--- src/rtl/mole_scorer.sv ---
// Whack-a-mole scorer: synchronizes the player buttons, matches presses against the lit mole,
// and keeps a BCD hit score and a binary miss count that ends the game at MISS_LIMIT.
module mole_scorer #(
  parameter int unsigned MISS_LIMIT = 9
) (
  input  logic       clock,
  input  logic       reset,
  input  logic       enable,
  input  logic       pulse,
  input  logic [4:0] mole_position,
  input  logic [4:0] buttons,
  output logic [7:0] score,
  output logic [3:0] misses,
  output logic [4:0] mole_visible,
  output logic       hit_strobe,
  output logic       game_over
);

  localparam int unsigned N_MOLES  = 5;
  localparam int unsigned SCORE_W  = 8;
  localparam int unsigned MISS_W   = 4;
  localparam int unsigned WARM_W   = 2;
  localparam logic [MISS_W-1:0]  MISS_MAX  = MISS_W'(15);
  localparam logic [SCORE_W-1:0] SCORE_MAX = SCORE_W'(8'h99);
  localparam logic [WARM_W-1:0]  WARM_DONE = WARM_W'(3);

  typedef enum logic [1:0] {
    IDLE   = 2'd0,
    SETTLE = 2'd1,
    ARMED  = 2'd2,
    HIT    = 2'd3
  } state_t;

  state_t              state;
  logic                enable_q;
  logic [N_MOLES-1:0]  sync_meta;
  logic [N_MOLES-1:0]  sync_out;
  logic [N_MOLES-1:0]  sync_prev;
  logic [WARM_W-1:0]   warm;
  logic [N_MOLES-1:0]  btn_edge;
  logic                hit;
  logic                wrong_press;
  logic                escape;

  // Button synchronizer and edge history; edges stay masked until the history has refilled
  // after reset so a button already held at release never looks like a fresh press.
  always_ff @(posedge clock or negedge reset) begin
    if (!reset) begin
      sync_meta <= '0;
      sync_out  <= '0;
      sync_prev <= '0;
      warm      <= '0;
    end else begin
      sync_meta <= buttons;
      sync_out  <= sync_meta;
      sync_prev <= sync_out;
      if (warm != WARM_DONE) warm <= warm + WARM_W'(1);
    end
  end

  assign btn_edge    = (warm == WARM_DONE) ? (sync_out & ~sync_prev) : '0;
  assign hit         = (btn_edge == mole_position) && (mole_position != '0);
  assign wrong_press = (btn_edge != '0) && !hit;
  assign escape      = pulse && (mole_position != '0);

  assign game_over    = (misses >= MISS_W'(MISS_LIMIT));
  assign mole_visible = (!game_over && (state == ARMED || state == SETTLE)) ? mole_position : '0;

  function automatic logic [SCORE_W-1:0] bcd_inc(input logic [SCORE_W-1:0] s);
    if (s == SCORE_MAX)       bcd_inc = s;
    else if (s[3:0] == 4'd9)  bcd_inc = {s[7:4] + 4'd1, 4'd0};
    else                      bcd_inc = {s[7:4], s[3:0] + 4'd1};
  endfunction

  function automatic logic [MISS_W-1:0] miss_inc(input logic [MISS_W-1:0] m);
    miss_inc = (m == MISS_MAX) ? m : m + MISS_W'(1);
  endfunction

  // Game FSM with registered counters; enable_q resets high so a live enable at reset
  // release is not mistaken for a new game start.
  always_ff @(posedge clock or negedge reset) begin
    if (!reset) begin
      state      <= IDLE;
      enable_q   <= 1'b1;
      score      <= '0;
      misses     <= '0;
      hit_strobe <= 1'b0;
    end else begin
      enable_q   <= enable;
      hit_strobe <= 1'b0;
      if (!enable) begin
        state <= IDLE;
      end else if (!enable_q) begin
        score  <= '0;
        misses <= '0;
        state  <= SETTLE;
      end else if (game_over) begin
        state <= IDLE;
      end else begin
        case (state)
          IDLE:   state <= IDLE;
          SETTLE: state <= ARMED;
          ARMED: begin
            if (hit) begin
              score      <= bcd_inc(score);
              hit_strobe <= 1'b1;
              state      <= pulse ? SETTLE : HIT;
            end else begin
              // A wrong press and an escape in the same cycle still cost only one miss.
              if (wrong_press || escape) misses <= miss_inc(misses);
              if (pulse) state <= SETTLE;
            end
          end
          HIT:     if (pulse) state <= SETTLE;
          default: state <= IDLE;
        endcase
      end
    end
  end

endmodule

--- config.mk ---
export PLATFORM = sky130hd
export DESIGN_NAME = mole_scorer
export DESIGN_NICKNAME = d
export VERILOG_FILES = /design/src/rtl/mole_scorer.sv
export SDC_FILE = /design/constraint.sdc
export NUM_CORES = 1
export LEC_CHECK = 0
export ABC_AREA = 1
export CORE_AREA = 2 2 61 63
export CTS_CLUSTER_DIAMETER = 100
export CTS_CLUSTER_SIZE = 30
export DETAILED_ROUTE_END_ITERATION = 8
export DIE_AREA = 0 0 63 65
export PLACE_DENSITY = 0.87
export SETUP_SLACK_MARGIN = 0.3
export SLEW_MARGIN = 20
export SYNTH_ARGS = -nofsm -noshare
export SYNTH_HDL_FRONTEND = slang
export SYNTH_SLANG_ARGS = --single-unit
export TNS_END_PERCENT = 5
--- constraint.sdc ---
create_clock -name clock -period 1.75 [get_ports clock]
set_clock_uncertainty 0.05 [all_clocks]
set_input_delay 0.35 -clock clock [delete_from_list [all_inputs] [get_ports clock]]
set_output_delay 0.35 -clock clock [all_outputs]
set_load 0.02 [all_outputs]
Yosys cells after proc, flatten, opt, wreduce, memory -nomap -nowiden
Cells that the tools add are included.
W data, S select, Z words.
Storage, ports and cells
  bits in registers: 33
  output and inout bits: 19
  input port bits: 14
  logic and storage cells: 74
Operators by class
  add/sub/neg operators: 4
  multiplexer cells: 26
  order comparisons: 1
  equality and inequality tests: 17
  bitwise gates (word level): 2
  reductions and logical operators: 14
Operator list (number)
  $mux W8: 6
  $mux W4: 6
  $add A4 B1 Y4 const B: 3
  $mux W2: 6
  $reduce_and A6 Y1: 2
  $mux W5: 2
  $ne A2 B2 Y1 const B: 5
  $reduce_bool A5 Y1: 2
  $eq A4 B4 Y1 const B: 2
  $eq A8 B8 Y1 const B: 1
  $ne A2 B1 Y1 const B: 4
  $pmux W2 S4: 1
  $eq A2 B2 Y1 const B: 3
  $and A5 B5 Y5: 1
  $eq A5 B5 Y1: 1
  $mux W1: 5
  $not A5 Y5: 1
  $reduce_and A5 Y1: 1
  $ge A4 B4 Y1 const B: 1
  $logic_and A1 B1 Y1: 4
  $add A2 B1 Y2 const B: 1
  $eq A2 B1 Y1 const B: 1
  $logic_not A1 Y1: 2
  $logic_not A2 Y1: 1
  $logic_or A1 B1 Y1: 2

Logic depth before layout (Yosys ltp)
  word-level depth: 13
  depth in mapped cells: 12
  depth with buffers taken out: 12

Least setup slack after synthesis
Ideal clock, no wire load.
  path type: reg-to-output
  start: register misses[1]
  end: output port mole_visible[0]
  required time: 1.350 ns
  cell stages (with the launch flop): 8
  arrival: 1.366 ns
  setup slack: -0.016 ns
  cells stage by stage: dfrtp_1 > inv_1 > ha_1 > inv_1 > nand3_1 > nand2_1 > nand2_1 > nor2_1
On the way
  longest elaborated chain between the ends: 4
Ends and longest elaborated chain
  start: declaration: line 13  | output logic [3:0] misses,
  start signal: assignment: line 110  | if (wrong_press || escape) misses <= miss_inc(misses);
  $ge A4 B4 Y1: line 66  | assign game_over = (misses >= MISS_W'(MISS_LIMIT));
  $logic_not A1 Y1: line 67  | assign mole_visible = (!game_over && (state == ARMED || state == SETTLE)) ? mole_position : '0;
  $logic_and A1 B1 Y1: line 67
  $mux W5: line 67
  end: declaration: line 14  | output logic [4:0] mole_visible,
No other way between the ends.

Worst setup path in the final report
  start: register misses[1]
  end: output port mole_visible[3]
Same word-level chain as after synthesis.

==> results.toml <==
[finish]
drive_gt1_share_pct = 32.44
area_delta_synth_final_pct = 45.86
design_area_mm2 = 0.002471
seq_area_um2 = 835.8
multiInputGateArea_um2 = 913.4
diodes = 0
fillers = 273
final_cells = 310
nets = 287

[global_route]
gr-total-overflow = 0
grt_pass1_vias = 1343
grt_max_degree = 34
grt_pass1_wl_mm = 6.134
grt_antenna_before_repair = 0
grt_usage_pct = 19.72

[power_and_ir_drop]
power_density_mw_per_mm2 = 752.9
pwr-share-clk_pct = 31.3
pwr-share-seq_pct = 45.8
max-vdd-ir-drop_uv = 700.0
finalPower_mw = 1.860
p_sw_share_pct = 29.51
internal_power_mw = 1.311
leakage_nw = 1.236
p_sw_mw = 0.5490
power_frac_comb_pct = 22.9

[routing]
drc_errors = 0
vias_per_cell = 4.858
totalWireLength_mm = 3.781
wl_per_cell_um = 12.20
drt_iter0_markers = 52
drtPass1Iterations = 4
via_count = 1506
ant_nets = 0

[sta]
fmax_mhz = 523.3
fin_ws_ns = -0.1608
slew_headroom_pct = 79.73
timing.hold.ws_ns = 0.2959
worst_slew_pin_slew_ns = 0.3013
slew_viol_final = 0
finalHoldViolations = 0
rsz0062_at_grt = "yes"
finalCritPeriodShare_pct = 109.2
setup_tns_ns = -0.9049
fin_crit_ns = 1.911
setup_viol = 7

[yosys]
yosys_register_bits = 33
yosysUniqueCellTypes = 23
synth_most_common_cell = "nand2_1"
ys_seq_area_share_pct = 48.82
async_reset_ff_share_pct = 100.0
synthTopCellsByArea = "dfrtp_1 47%, nand2_1 13%, ha_1 8.9%, inv_1 6.2%, nor2_1 5.1%"
yosys.area.top_type_share_pct = 47.27
synth.net_count = 228
yosysWarnings = 0
synth_edf_count = 0
synth.top_cells.by_count = "58 x nand2_1, 32 x dfrtp_1, 28 x inv_1"
synth_top_area_cell = "dfrtp_1"
ys.flop_type = "dfrtp_1"
synth_area_mm2 = 0.001694
synthCells = 202
avgSynthCellArea_um2 = 8.387

[floorplan]
die_area_mm2 = 0.004095
start_util_pct = 48.46
die_y_um = 65
die_w_um = 63
io_pins = 33
core_mm2 = 0.003496
rows = 22

[setup_path]
crit_required_ns = 1.35
path_max_fanout = 5
worst_setup_path_start_kind = "register"
critical_path_class = "reg2out"
worstPathArrival_ns = 1.51
critPathCaptureType = "primary output"

[clocking]
clock-sinks = 33
clk_pin_slew_worst_paths_ns = 0.11
clock-root-buffer = "clkbuf_4"
hold_buffers = 0
cts_tree = "done"
htree_num_levels = 2
cts_buffers = 5
clk-insertion-delay-late_ns = 0.35
cts_max_path_buffers = 2

[place]
place_area_mm2 = 0.002298
place.gp.congestion = 0.8067
placed_cells_incl_taps = 301
hpwl_mm = 2.602
numPortBuffers = 32

[status]
violations = "negative setup slack"
status = "finished, violations left"

[worst_hold_path]
hp-class = "in2async"

[flow_run]
max_cap_viol_count = 0
## sequential cells by signal, indices dropped and copies added, names as in the netlist
| signal | cells |
|---|---|
| score | 8 |
| sync_out | 5 |
| hit_strobe | 1 |
| enable_q | 1 |
| misses | 4 |
| warm | 2 |
| sync_prev | 5 |
| state | 2 |
| sync_meta | 5 |
## area by class of cell
class / instances / area share [%]
clock buffers: 5 / 1.519
clock inverters: 3 / 1.873
inverters: 29 / 4.506
multi-input cells: 140 / 36.96
flip-flops and latches: 33 / 33.82
well taps: 48 / 2.430
repair buffers: 52 / 18.89
## final timing paths
check / cells past startpoint / slack [ns] / end / startpoint
max: 7 / -0.16 / mole_visible[3] / misses[1]$_DFFE_PN0P_
min reg2reg: 0 / 0.31 / sync_out[3]$_DFF_PN0_ / sync_meta[3]$_DFF_PN0_
max in group asynchronous: 2 / 1.11 / enable_q$_DFF_PN1_ / reset
min in group clock: 0 / 0.31 / sync_out[3]$_DFF_PN0_ / sync_meta[3]$_DFF_PN0_
max reg2reg: 13 / 0 / score[6]$_DFFE_PN0P_ / misses[1]$_DFFE_PN0P_
min: 2 / 0.30 / sync_prev[0]$_DFF_PN0_ / reset
## per-stage QoR
stage          setup WS [ns]  util [%]
2_1_floorplan         0.1864         -
3_3_place_gp         -0.2713     65.75
3_5_place_dp         -0.3078     65.75
4_1_cts              -0.2102     69.36
5_1_grt              -0.2529     70.69
6_report             -0.1608     70.69
## worst max-delay path, cell delays in order (launching register included)
cell and delay, ns:
dfrtp_2 0.44, inv_4 0.08, ha_4 0.13, nand3_2 0.08, nand2_2 0.09, nand2_4 0.11
nor2_4 0.10, buf_6 0.12
## placed cells by master, fill, tap and decap left out, types with 2 or more instances in the layout
cell | synthesis | layout
nand2_1 | 58 | 53
dfrtp_1 | 32 | 25
inv_1 | 28 | 24
buf_4 | 0 | 22
nor2_1 | 23 | 17
clkdlybuf4s50_1 | 0 | 13
nand3_1 | 14 | 12
ha_1 | 12 | 8
dfrtp_2 | 0 | 7
buf_6 | 0 | 7
nand2_2 | 3 | 6
nor2_4 | 1 | 6
dlygate4sd2_1 | 0 | 6
nand4_1 | 5 | 5
clkbuf_4 | 0 | 5
inv_2 | 1 | 4
nand2_4 | 2 | 4
ha_4 | 0 | 4
nand3_2 | 2 | 3
nor2_2 | 2 | 3
o21ai_1 | 2 | 2
nor4_1 | 2 | 2
nor3_1 | 4 | 2
o21ai_0 | 3 | 2
xnor2_1 | 2 | 2
xor2_1 | 2 | 2
buf_2 | 0 | 2
## logic make-up after synthesis
family	count (synthesis)	synth area share, %
AOI/OAI and AO/OA	6	1.920
xor gates and xnor gates	4	2.068
adders and majority gates	12	8.862
buffers and inverters	29	6.425
DFF	33	48.82
muxes	1	0.6646
and+or+nand+nor	117	31.24
## per-layer routing
metal	share of wire [%]	GRT usage [%]	wire length, µm	up-vias
met5	0	0	0	-
met4	2.7	8.889	101	0
met3	4.8	4.688	180	14
met2	52	32.45	1953	47
met1	41	24.72	1546	698
li1	-	-	-	747
## power by group through the flow
stage	Sequential, mW	Combinational, mW	Clock, mW
final	0.851	0.426	0.583
after CTS	0.850	0.424	0.599
after floorplan	0.892	0.163	0
after detailed placement	0.860	0.396	0
after global placement	0.857	0.383	0
after global routing	0.857	0.472	0.649
## what timing repair did
action	CTS	global route
endpoints found under the hold margin	0	0
endpoints found under the setup margin	33	34
buffers inserted	1	0
pin swaps	10	6
resized for setup	78	18
Note: power is estimated with default switching activity, not from simulation.
